$ cat src/rtl/spi_tx_pkg.sv
// Shared types and constants for the SPI byte transmitter.
// Holds the FSM state encoding, byte/bit widths and divider width.
package spi_tx_pkg;

    localparam int BYTE_W    = 8;
    localparam int BIT_CNT_W = 3;
    localparam int DIV_W     = 8;

    typedef enum logic [2:0] {
        IDLE,
        SETUP,
        SHIFT,
        HOLD,
        GAP
    } state_t;

endpackage

$ cat src/rtl/spi_byte_tx_if.sv
// Byte-in / SPI-out bundle between the FIFO reader and spi_byte_tx.
// master: drives data_in/send; slave: drives done, busy, SPI pins, status.
interface spi_byte_tx_if
    import spi_tx_pkg::*;
#(
    parameter int CNT_W = 16
) ();

    logic [BYTE_W-1:0] data_in;
    logic              send;
    logic              done;
    logic              busy;
    logic              sclk;
    logic              mosi;
    logic              cs_n;
    logic              overrun;
    logic [CNT_W-1:0]  byte_cnt;

    modport master (
        output data_in, send,
        input  done, busy, sclk, mosi, cs_n, overrun, byte_cnt
    );

    modport slave (
        input  data_in, send,
        output done, busy, sclk, mosi, cs_n, overrun, byte_cnt
    );

endinterface

$ cat src/rtl/spi_tick_div.sv
// Down-counting phase timer: tick_o pulses on the last cycle of a phase.
// Ports: clk_i, rst_i (sync, high), clr_i (hold at load), load_i, tick_o.
module spi_tick_div
    import spi_tx_pkg::*;
(
    input  logic             clk_i,
    input  logic             rst_i,
    input  logic             clr_i,
    input  logic [DIV_W-1:0] load_i,
    output logic             tick_o
);

    logic [DIV_W-1:0] cnt_q;
    logic [DIV_W-1:0] cnt_d;

    // load_i is the length of the phase that starts on this edge, so
    // a phase of L cycles ticks in its L-th cycle.
    assign tick_o = (cnt_q == '0);

    always_comb begin
        cnt_d = cnt_q - 1'b1;
        if (clr_i || tick_o) begin
            cnt_d = load_i - 1'b1;
        end
    end

    // Reset leaves the counter expired so the current phase ends at once.
    always_ff @(posedge clk_i) begin
        if (rst_i) begin
            cnt_q <= '0;
        end else begin
            cnt_q <= cnt_d;
        end
    end

endmodule

$ cat src/rtl/spi_byte_tx.sv
// SPI mode-0 master sending one byte per send strobe, MSB first.
// Ports: clk_out1, rst (sync, high), bus (slave side of spi_byte_tx_if).
module spi_byte_tx
    import spi_tx_pkg::*;
#(
    parameter int CLK_DIV = 2,
    parameter int CS_GAP  = 4,
    parameter int CNT_W   = 16
) (
    input  logic          clk_out1,
    input  logic          rst,
    spi_byte_tx_if.slave  bus
);

    localparam logic [DIV_W-1:0] HALF_LEN = DIV_W'(CLK_DIV);
    localparam logic [DIV_W-1:0] GAP_LEN  = DIV_W'(CS_GAP);

    state_t                state_q;
    state_t                state_d;
    logic                  sclk_q;
    logic                  sclk_d;
    logic                  cs_n_q;
    logic                  cs_n_d;
    logic                  done_q;
    logic                  done_d;
    logic                  ovr_q;
    logic                  ovr_d;
    logic [BYTE_W-1:0]     sh_q;
    logic [BYTE_W-1:0]     sh_d;
    logic [BIT_CNT_W-1:0]  bit_q;
    logic [BIT_CNT_W-1:0]  bit_d;
    logic [CNT_W-1:0]      cnt_q;
    logic [CNT_W-1:0]      cnt_d;

    logic                  tick;
    logic                  div_clr;
    logic [DIV_W-1:0]      div_load;

    // The divider is parked in IDLE; every other phase is CLK_DIV long
    // except GAP.
    assign div_clr  = (state_q == IDLE);
    assign div_load = (state_d == GAP) ? GAP_LEN : HALF_LEN;

    spi_tick_div u_div (
        .clk_i  (clk_out1),
        .rst_i  (rst),
        .clr_i  (div_clr),
        .load_i (div_load),
        .tick_o (tick)
    );

    always_comb begin
        state_d = state_q;
        sclk_d  = sclk_q;
        cs_n_d  = cs_n_q;
        sh_d    = sh_q;
        bit_d   = bit_q;
        cnt_d   = cnt_q;
        done_d  = 1'b0;
        ovr_d   = ovr_q | (bus.send & (state_q != IDLE));

        unique case (state_q)
            IDLE: begin
                cs_n_d = 1'b1;
                sclk_d = 1'b0;
                if (bus.send) begin
                    sh_d    = bus.data_in;
                    cs_n_d  = 1'b0;
                    state_d = SETUP;
                end
            end
            SETUP: begin
                if (tick) begin
                    bit_d   = BIT_CNT_W'(BYTE_W - 1);
                    state_d = SHIFT;
                end
            end
            SHIFT: begin
                if (tick) begin
                    if (!sclk_q) begin
                        sclk_d = 1'b1;
                    end else begin
                        sclk_d = 1'b0;
                        // mosi is sh_q MSB, so it only moves on the
                        // falling edge; the last bit stays through HOLD.
                        if (bit_q == '0) begin
                            state_d = HOLD;
                        end else begin
                            bit_d = bit_q - 1'b1;
                            sh_d  = {sh_q[BYTE_W-2:0], 1'b0};
                        end
                    end
                end
            end
            HOLD: begin
                if (tick) begin
                    cs_n_d  = 1'b1;
                    sh_d    = '0;
                    cnt_d   = cnt_q + 1'b1;
                    state_d = GAP;
                end
            end
            GAP: begin
                if (tick) begin
                    done_d  = 1'b1;
                    state_d = IDLE;
                end
            end
            default: begin
                state_d = GAP;
            end
        endcase
    end

    // Reset parks in GAP with the divider expired, so the first edge
    // out of reset lands in IDLE and emits done.
    always_ff @(posedge clk_out1) begin
        if (rst) begin
            state_q <= GAP;
            sclk_q  <= 1'b0;
            cs_n_q  <= 1'b1;
            done_q  <= 1'b0;
            ovr_q   <= 1'b0;
            sh_q    <= '0;
            bit_q   <= '0;
            cnt_q   <= '0;
        end else begin
            state_q <= state_d;
            sclk_q  <= sclk_d;
            cs_n_q  <= cs_n_d;
            done_q  <= done_d;
            ovr_q   <= ovr_d;
            sh_q    <= sh_d;
            bit_q   <= bit_d;
            cnt_q   <= cnt_d;
        end
    end

    assign bus.done     = done_q;
    assign bus.busy     = (state_q != IDLE);
    assign bus.sclk     = sclk_q;
    assign bus.mosi     = sh_q[BYTE_W-1];
    assign bus.cs_n     = cs_n_q;
    assign bus.overrun  = ovr_q;
    assign bus.byte_cnt = cnt_q;

endmodule

$ cat src/flat_wrapper.sv
// flat-port wrapper written by rule: the top's interface ports become plain ports
module spi_byte_tx_flat import spi_tx_pkg::*;
#(
    parameter int CLK_DIV = 2,
    parameter int CS_GAP  = 4,
    parameter int CNT_W   = 16
)
  (clk_out1, rst, bus_data_in, bus_send, bus_done, bus_busy, bus_sclk, bus_mosi, bus_cs_n, bus_overrun, bus_byte_cnt);
  spi_byte_tx_if #(.CNT_W(CNT_W)) bus_i ();
  input  logic clk_out1;
  input  logic rst;
  input wire logic [$bits(bus_i.data_in)-1:0] bus_data_in;
  input wire logic [$bits(bus_i.send)-1:0] bus_send;
  output wire logic [$bits(bus_i.done)-1:0] bus_done;
  output wire logic [$bits(bus_i.busy)-1:0] bus_busy;
  output wire logic [$bits(bus_i.sclk)-1:0] bus_sclk;
  output wire logic [$bits(bus_i.mosi)-1:0] bus_mosi;
  output wire logic [$bits(bus_i.cs_n)-1:0] bus_cs_n;
  output wire logic [$bits(bus_i.overrun)-1:0] bus_overrun;
  output wire logic [$bits(bus_i.byte_cnt)-1:0] bus_byte_cnt;
  assign bus_i.data_in = bus_data_in;
  assign bus_i.send = bus_send;
  assign bus_done = bus_i.done;
  assign bus_busy = bus_i.busy;
  assign bus_sclk = bus_i.sclk;
  assign bus_mosi = bus_i.mosi;
  assign bus_cs_n = bus_i.cs_n;
  assign bus_overrun = bus_i.overrun;
  assign bus_byte_cnt = bus_i.byte_cnt;
  spi_byte_tx #(.CLK_DIV(CLK_DIV), .CS_GAP(CS_GAP), .CNT_W(CNT_W)) u_core (.clk_out1(clk_out1), .rst(rst), .bus(bus_i));
endmodule
$ cat config.mk
export PLATFORM = sky130hd
export DESIGN_NAME = spi_byte_tx_flat
export DESIGN_NICKNAME = d
export VERILOG_FILES = /design/src/rtl/spi_tx_pkg.sv /design/src/rtl/spi_byte_tx_if.sv /design/src/rtl/spi_tick_div.sv /design/src/rtl/spi_byte_tx.sv /design/src/flat_wrapper.sv
export SDC_FILE = /design/constraint.sdc
export NUM_CORES = 1
export LEC_CHECK = 0
export CORE_MARGIN = 1
export CORE_UTILIZATION = 30
export DETAILED_ROUTE_END_ITERATION = 16
export GPL_ROUTABILITY_DRIVEN = 0
export MAX_ROUTING_LAYER = met4
export PLACE_DENSITY = 0.52
export SKIP_CTS_REPAIR_TIMING = 1
export SYNTH_ARGS = -nofsm -noshare
export SYNTH_HDL_FRONTEND = slang
export SYNTH_SLANG_ARGS = --single-unit
$ cat constraint.sdc
create_clock -name clk_out1 -period 5.2 [get_ports clk_out1]
set_input_delay 1.04 -clock clk_out1 [delete_from_list [all_inputs] [get_ports clk_out1]]
set_output_delay 1.04 -clock clk_out1 [all_outputs]
set_load 0.01 [all_outputs]
==> results of run 1 <==
sequential cells by signal, indices dropped and copies added, names as in the netlist, 3 cells and up:
| name | cells |
|---|---|
| u_core.bus.byte_cnt | 16 |
| u_core.state_q | 3 |
| u_core.bit_q | 3 |
| u_core.u_div.cnt_q | 8 |
| u_core.sh_q | 8 |
metrics by stage:
step | std cells | utilization (%) | worst slack [ns] | instance area (sq um) | power, mW
3_3_place_gp | 362 | 36.6 | 2.30 | 2500 | 0.701
4_1_cts | 370 | 38.2 | 1.91 | 2610 | 0.956
2_1_floorplan | 251 | - | 3.02 | 2130 | 0.622
5_1_grt | 370 | 38.2 | 1.78 | 2610 | 1.01
3_5_place_dp | 362 | 36.6 | 2.25 | 2500 | 0.699
6_report | 370 | 38.2 | 1.94 | 2610 | 0.944
layout make-up:
type                       instances  area, sq um
fill                             711         4220
multi-input combinational        182         1180
inverter                           9         33.8
timing repair buffer              33          328
sequential                        42          841
tap                               96          120
clock buffer                       5         68.8
clock inverter                     3         40.0
power groups by stage:
stage	Clock (mW)	Sequential, mW	Combinational [mW]
detailed placement	0	0.418	0.281
finish	0.252	0.412	0.280
global route	0.276	0.419	0.310
CTS	0.263	0.411	0.283
floorplan	0	0.389	0.233
global placement	0	0.418	0.283
Yosys cell counts, types with 4 or more instances:
| library cell | number | area [sq um] |
|---|---|---|
| dfxtp_1 | 42 | 841 |
| a21oi_1 | 28 | 140 |
| nor2_1 | 22 | 82.6 |
| clkbuf_1 | 12 | 45.0 |
| nand2_1 | 12 | 45.0 |
| o21ai_0 | 12 | 60.1 |
| or3_1 | 11 | 68.8 |
| inv_1 | 8 | 30.0 |
| mux2_2 | 8 | 90.1 |
| nor2b_1 | 8 | 50.1 |
| nor4bb_1 | 7 | 70.1 |
| nand2b_1 | 6 | 37.5 |
| nand4_1 | 6 | 37.5 |
| a211oi_1 | 5 | 37.5 |
| ha_1 | 4 | 50.1 |
| nand3_1 | 4 | 20.0 |
| nor3_1 | 4 | 20.0 |
| or4_1 | 4 | 30.0 |
| xnor2_1 | 4 | 35.0 |
per-layer routing:
metal	up-vias	share of wire [%]	track usage, %	wire length, um
li1	952	-	-	-
met1	822	49	18.5	2280
met2	31	46	19.8	2110
met3	7	3.1	2.95	143
met4	0	1.6	6.52	74
met5	-	0	-	0
how the worst min path moves through the flow:
stage | end | slack, ns | cells after the start
6_report | u_core.bit_q[0] | 0.48 | 2
5_1_grt | u_core.u_div.cnt_q[7] | 0.50 | 1
2_1_floorplan | u_core.bit_q[0] | 0.45 | 2
3_3_place_gp | u_core.bus.overrun | 0.46 | 2
4_1_cts | u_core.bit_q[0] | 0.48 | 2
3_5_place_dp | u_core.bit_q[0] | 0.47 | 2
critical path: stages (launching register included):
cell	delay, ns
dfxtp_1	0.51
nor3_2	0.51
clkinv_1	0.35
clkdlybuf4s50_1	0.56
logic make-up after synthesis:
family / count (synthesis)
flip-flops: 42
AO/OA/AOI/OAI: 58
XOR/XNOR: 5
AND/OR/NAND/NOR: 104
adder cells (fa/ha/maj): 5
buffers and inverters: 27
multiplexers: 10
==> impl_results.md, run 1 <==
- Outcome: completed
- DR DRC count: 0
- Worst hold slack: 0.483 ns
- Startpoint Class: register
- Die W: 86.4 um
- Synth Instances: 251
- Yosys reg bits: 42
- Hold Path Class: register to register
- Max-slew headroom: 35.7%
- Routed WL: 4610 um
- Switching part of the total: 33.4%
- R2r setup slk: 2.73 ns
- Maxcap violations: 0
- Worst Path Required: 4.16 ns
- CP arrival: 2.22 ns
- Synth unique cells: 50
- Hold Vio Cnt, Final: 0
- Setup TNS: 0 ns
- Fraction of the mapped netlist area in compound gates: 16.2%
- Min-delay src: u_core.bit_q[0]
- Synth Area per Inst: 8.50 sq um
- P per Cell Area: 362 nW/um^2
- Reg-to-reg startpoint: u_core.bit_q[0]
- Crit share post-route: 62.8%
- Die area: 7460 sq um
- Yosys warns: 0
- Clk buf depth: 2
- Drt wl/cell: 12.4 um
- Net Sw Power: 0.316 mW
- Final setup viols: 0
- CP endpoint: bus_busy
- Max-slew violation count: 0
- DP HPWL: 3220 um
- Crit path time final: 3.26 ns
- R2R cell count: 7
- Clock transition at path regs: 0.08 ns
- RSZ-0062 raised after global routing: no
- Initial core utilization: 31.2%
- Share of layout cells above drive strength 1: 9.85%
- CP Class: register to output pin
- Synth async-reset ratio: 0%
- VDD IR-drop max: 0.200 mV
- Most frequent cells in the layout: 42 x dfxtp_1, 32 x clkdlybuf4s50_1, 28 x a21oi_1, 22 x nor2_1
- Logic gate share of total power: 29.7%
- # IOs: 33
- Synthesized area: 2130 sq um
- Rows: 30
- Worst reg2reg endpoint: u_core.bit_q[2]
- Global route overflow: 0
- Area growth syn-to-layout: 22.4%
- CORE AREA: 6830 sq um
- Commonest non-fill, non-tap cell in the layout: dfxtp_1
- Commonest register cell after synthesis: dfxtp_1
- CP Max Fanout: 20
- First-pass GRT wire length: 7780 um
- XOR/XNOR Fraction of Synth Area: 2.05%
- Overall routing resource usage: 13.8%
- Share of cell area taken by muxes after synthesis: 5.16%
- 1st-pass router iterations: 4
- Max Freq: 0.306 GHz
- CTS tree: yes
- Worst setup EP type: output pin
- Clock sinks: 42
- Worst Tran Pin Value: 0.941 ns
- Largest net degree at the start of global routing: 30
- Clock skew: 0.00736 ns
- Final ANT Viol Nets: 0
- Seq pwr share: 43.6%
- DR iter-0 viols: 59
- Simple-gate area share of the yosys netlist: 29.1%
- Vias in the first global route: 1635
- Vias: 1812
- Worst Setup SP: u_core.state_q[2]
- Root buf cell: clkbuf_8
- Post-layout net count: 288
- Port Buffer Count: 32
- Clk pwr share: 26.7%
- Adder-cell share of the synthesized area: 2.81%
- Diode count: 0
- Main combinational cell family by area after synthesis: simple AND/OR/NAND/NOR gates
- Int Power: 0.629 mW
- Num CTS Buffers: 5
- Post-synth EDFFs: 0
- Leak: 0.855 nW
- Die H: 86.4 um
- Htree depth: 2
- Register area share after synthesis: 39.4%
- Worst skew pair latency: 0.29 ns
- Initial antenna violation count: 0
- Syn Nets: 266
- Drt via density: 4.90
(Power assumes the default switching activity.)
==> run 2, diff against run 1 <==
==> constraint.sdc (replaced) <==
create_clock -name clk_out1 -period 3.24 [get_ports clk_out1]
set_input_delay 0.648 -clock clk_out1 [delete_from_list [all_inputs] [get_ports clk_out1]]
set_output_delay 0.648 -clock clk_out1 [all_outputs]
set_load 0.01 [all_outputs]
==> impl_results.md, run 2 (synthesis results as in run 1) <==
- CORE AREA: 6830 sq um (unchanged)
- Root buf cell: clkbuf_8
- VDD IR-drop max: 0.351 mV (+75%)
- Worst reg2reg endpoint: u_core.u_div.cnt_q[6]
- P per Cell Area: 577 nW/um^2 (+60%)
- CP endpoint: bus_busy
- Die W: 86.4 um (unchanged)
- Largest net degree at the start of global routing: 28 (-6.7%)
- Area after DPL: 2530 sq um (+1.2%)
- RSZ-0062 raised after global routing: no
- DR DRC count: 0 (unchanged)
- Post-layout net count: 292 (+1.4%)
- Die area: 7460 sq um (unchanged)
- Crit share post-route: 90.5%
- Port Buffer Count: 32 (unchanged)
- Max-slew violation count: 0 (unchanged)
- Buf+Inv Stages, Crit Path: 2 (unchanged)
- Vias in the first global route: 1735 (+6.1%)
- CP max stage cell: clkdlybuf4s50_1
- Hold Path Class: register to register
- Clock sinks: 42 (unchanged)
- Rows: 30 (unchanged)
- Slowest Stage Delay on Critical Path: 0.57 ns (about the same)
- Worst setup EP type: output pin
- Final setup viols: 0 (unchanged)
- 1st-pass router iterations: 4 (unchanged)
- Overall routing resource usage: 14.2% (+0.34 points)
- Critical-path cell list: nor3_2 > clkinv_1 > clkdlybuf4s50_1
- Worst hold path depth: 2 (unchanged)
- Routed WL: 4800 um (+4.2%)
- Final ANT Viol Nets: 0 (unchanged)
- First-pass GRT wire length: 8110 um (+4.2%)
- CP arrival: 2.29 ns (+0.07 ns)
- R2R cell count: 7 (unchanged)
- CP Class: register to output pin
- Maxcap violations: 0 (unchanged)
- # IOs: 33 (unchanged)
- Clk buf depth: 2 (unchanged)
- DR iter-0 viols: 66 (+12%)
- Max reg flops: 16 (unchanged)
- Drt wl/cell: 12.8 um (+3.1%)
- Worst Setup SP: u_core.state_q[2]
- Worst Tran Pin Value: 0.881 ns (-0.0595 ns)
- Startpoint Class: register
- Initial core utilization: 31.2% (unchanged)
- Share of layout cells above drive strength 1: 11.2% (+1.3 points)
- Max Freq: 0.341 GHz
- Htree depth: 2 (unchanged)
- Vias: 1850 (+2.1%)
- Min-delay src: u_core.bit_q[0]
- Drt via density: 4.95 (+1.0%)
- Most frequent cells in the layout: 42 x dfxtp_1, 32 x clkdlybuf4s50_1, 28 x a21oi_1, 22 x nor2_1
- Leak: 0.877 nW (+2.5%)
- Reg-to-reg startpoint: u_core.state_q[2]
- Diode count: 0 (unchanged)
- Worst skew pair latency: 0.29 ns (about the same)
- Setup TNS: 0 ns (unchanged)
- Hold Vio Cnt, Final: 0 (unchanged)
- Die H: 86.4 um (unchanged)
- Initial antenna violation count: 0 (unchanged)
- Final Power: 1.53 mW (+61%)
- CP Max Fanout: 20 (unchanged)
- Util after Layout: 38.7% (+0.44 points)
- Commonest non-fill, non-tap cell in the layout: dfxtp_1
- Global route overflow: 0 (unchanged)
- CP Depth: 3 (unchanged)
- Clock skew: 0.00779 ns (+0.000432 ns)
- Cell area after layout: 2640 sq um (+1.1%)
- Crit path time final: 2.93 ns
- Area growth syn-to-layout: 23.8%
- CP delay by family, top: buffers and inverters
- Fillers: 724 (+1.8%)
- Worst Path Required: 2.59 ns (-1.57 ns)
- Num CTS Buffers: 5 (unchanged)
- Worst hold slack: 0.486 ns (+0.00354 ns)
- R2r setup slk: 0.77 ns (-1.96 ns)
- Clock transition at path regs: 0.08 ns (about the same)
- DP HPWL: 3360 um (+4.4%)
- Max-slew headroom: 41.1% (+5.4 points)
- Outcome: completed
- CTS tree: yes
-- run 2: changes by cell type in the layout (fill, tap and decap cells not counted), sizes merged --
| cell | change |
|---|---|
| buf | +4 |
-- run 2: cell type report --
cell class                 instances  area, sq um  share of cell area [%]
timing repair buffer              37          358                    13.5
clock buffer                       5         68.8                    2.60
tap                               96          120                    4.55
sequential                        42          841                    31.8
multi-input combinational        182         1180                    44.7
inverter                           9         33.8                    1.28
clock inverter                     3         40.0                    1.52
-- run 2: through the flow --
stage                     std cells  setup WS [ns]
after floorplan                 251           1.06
after global placement          366          0.724
after detailed placement        366          0.617
after CTS                       374          0.293
after global routing            374          0.105
final                           374          0.306
-- run 2: worst register-to-register path, cell delays in order (launching register included) --
cell,delay (ns)
dfxtp_1,0.51
nor3_2,0.56
clkinv_1,0.36
nand2_1,0.15
ha_1,0.19
inv_1,0.06
a221o_1,0.26
mux2_2,0.27
-- run 2: worst min path at each step --
stage	slack, ns	end
2_1_floorplan	0.45	u_core.bit_q[0]
3_3_place_gp	0.46	u_core.bus.overrun
3_5_place_dp	0.47	u_core.bus.overrun
4_1_cts	0.49	u_core.bus.byte_cnt[15]
5_1_grt	0.49	u_core.bus.byte_cnt[15]
6_report	0.49	u_core.bit_q[0]
-- run 2: metal layers --
layer  track usage [%]  vias up  part of all wire (%)
li1                  -      962                     -
met1              17.8      861                    48
met2              23.0       22                    48
met3              2.57        5                   2.8
met4              4.55        0                   1.0
met5                 -        -                     0
-- run 2: where the power goes --
part           total, mW  internal (mW)  switching, mW
registers          0.651          0.575         0.0755
logic              0.467          0.212          0.255
clock network      0.408          0.227          0.181
==> run 3, diff against run 2 <==
--- a/config.mk
+++ b/config.mk
@@ -5,12 +5,12 @@
 export SDC_FILE = /design/constraint.sdc
 export NUM_CORES = 1
 export LEC_CHECK = 0
-export CORE_MARGIN = 1
 export CORE_UTILIZATION = 30
 export DETAILED_ROUTE_END_ITERATION = 16
 export GPL_ROUTABILITY_DRIVEN = 0
 export MAX_ROUTING_LAYER = met4
 export PLACE_DENSITY = 0.52
+export SETUP_SLACK_MARGIN = 0.1
 export SKIP_CTS_REPAIR_TIMING = 1
 export SYNTH_ARGS = -nofsm -noshare
 export SYNTH_HDL_FRONTEND = slang
==> results of run 3 <==
Final layout, timing and power as in run 2 (identical DEF).
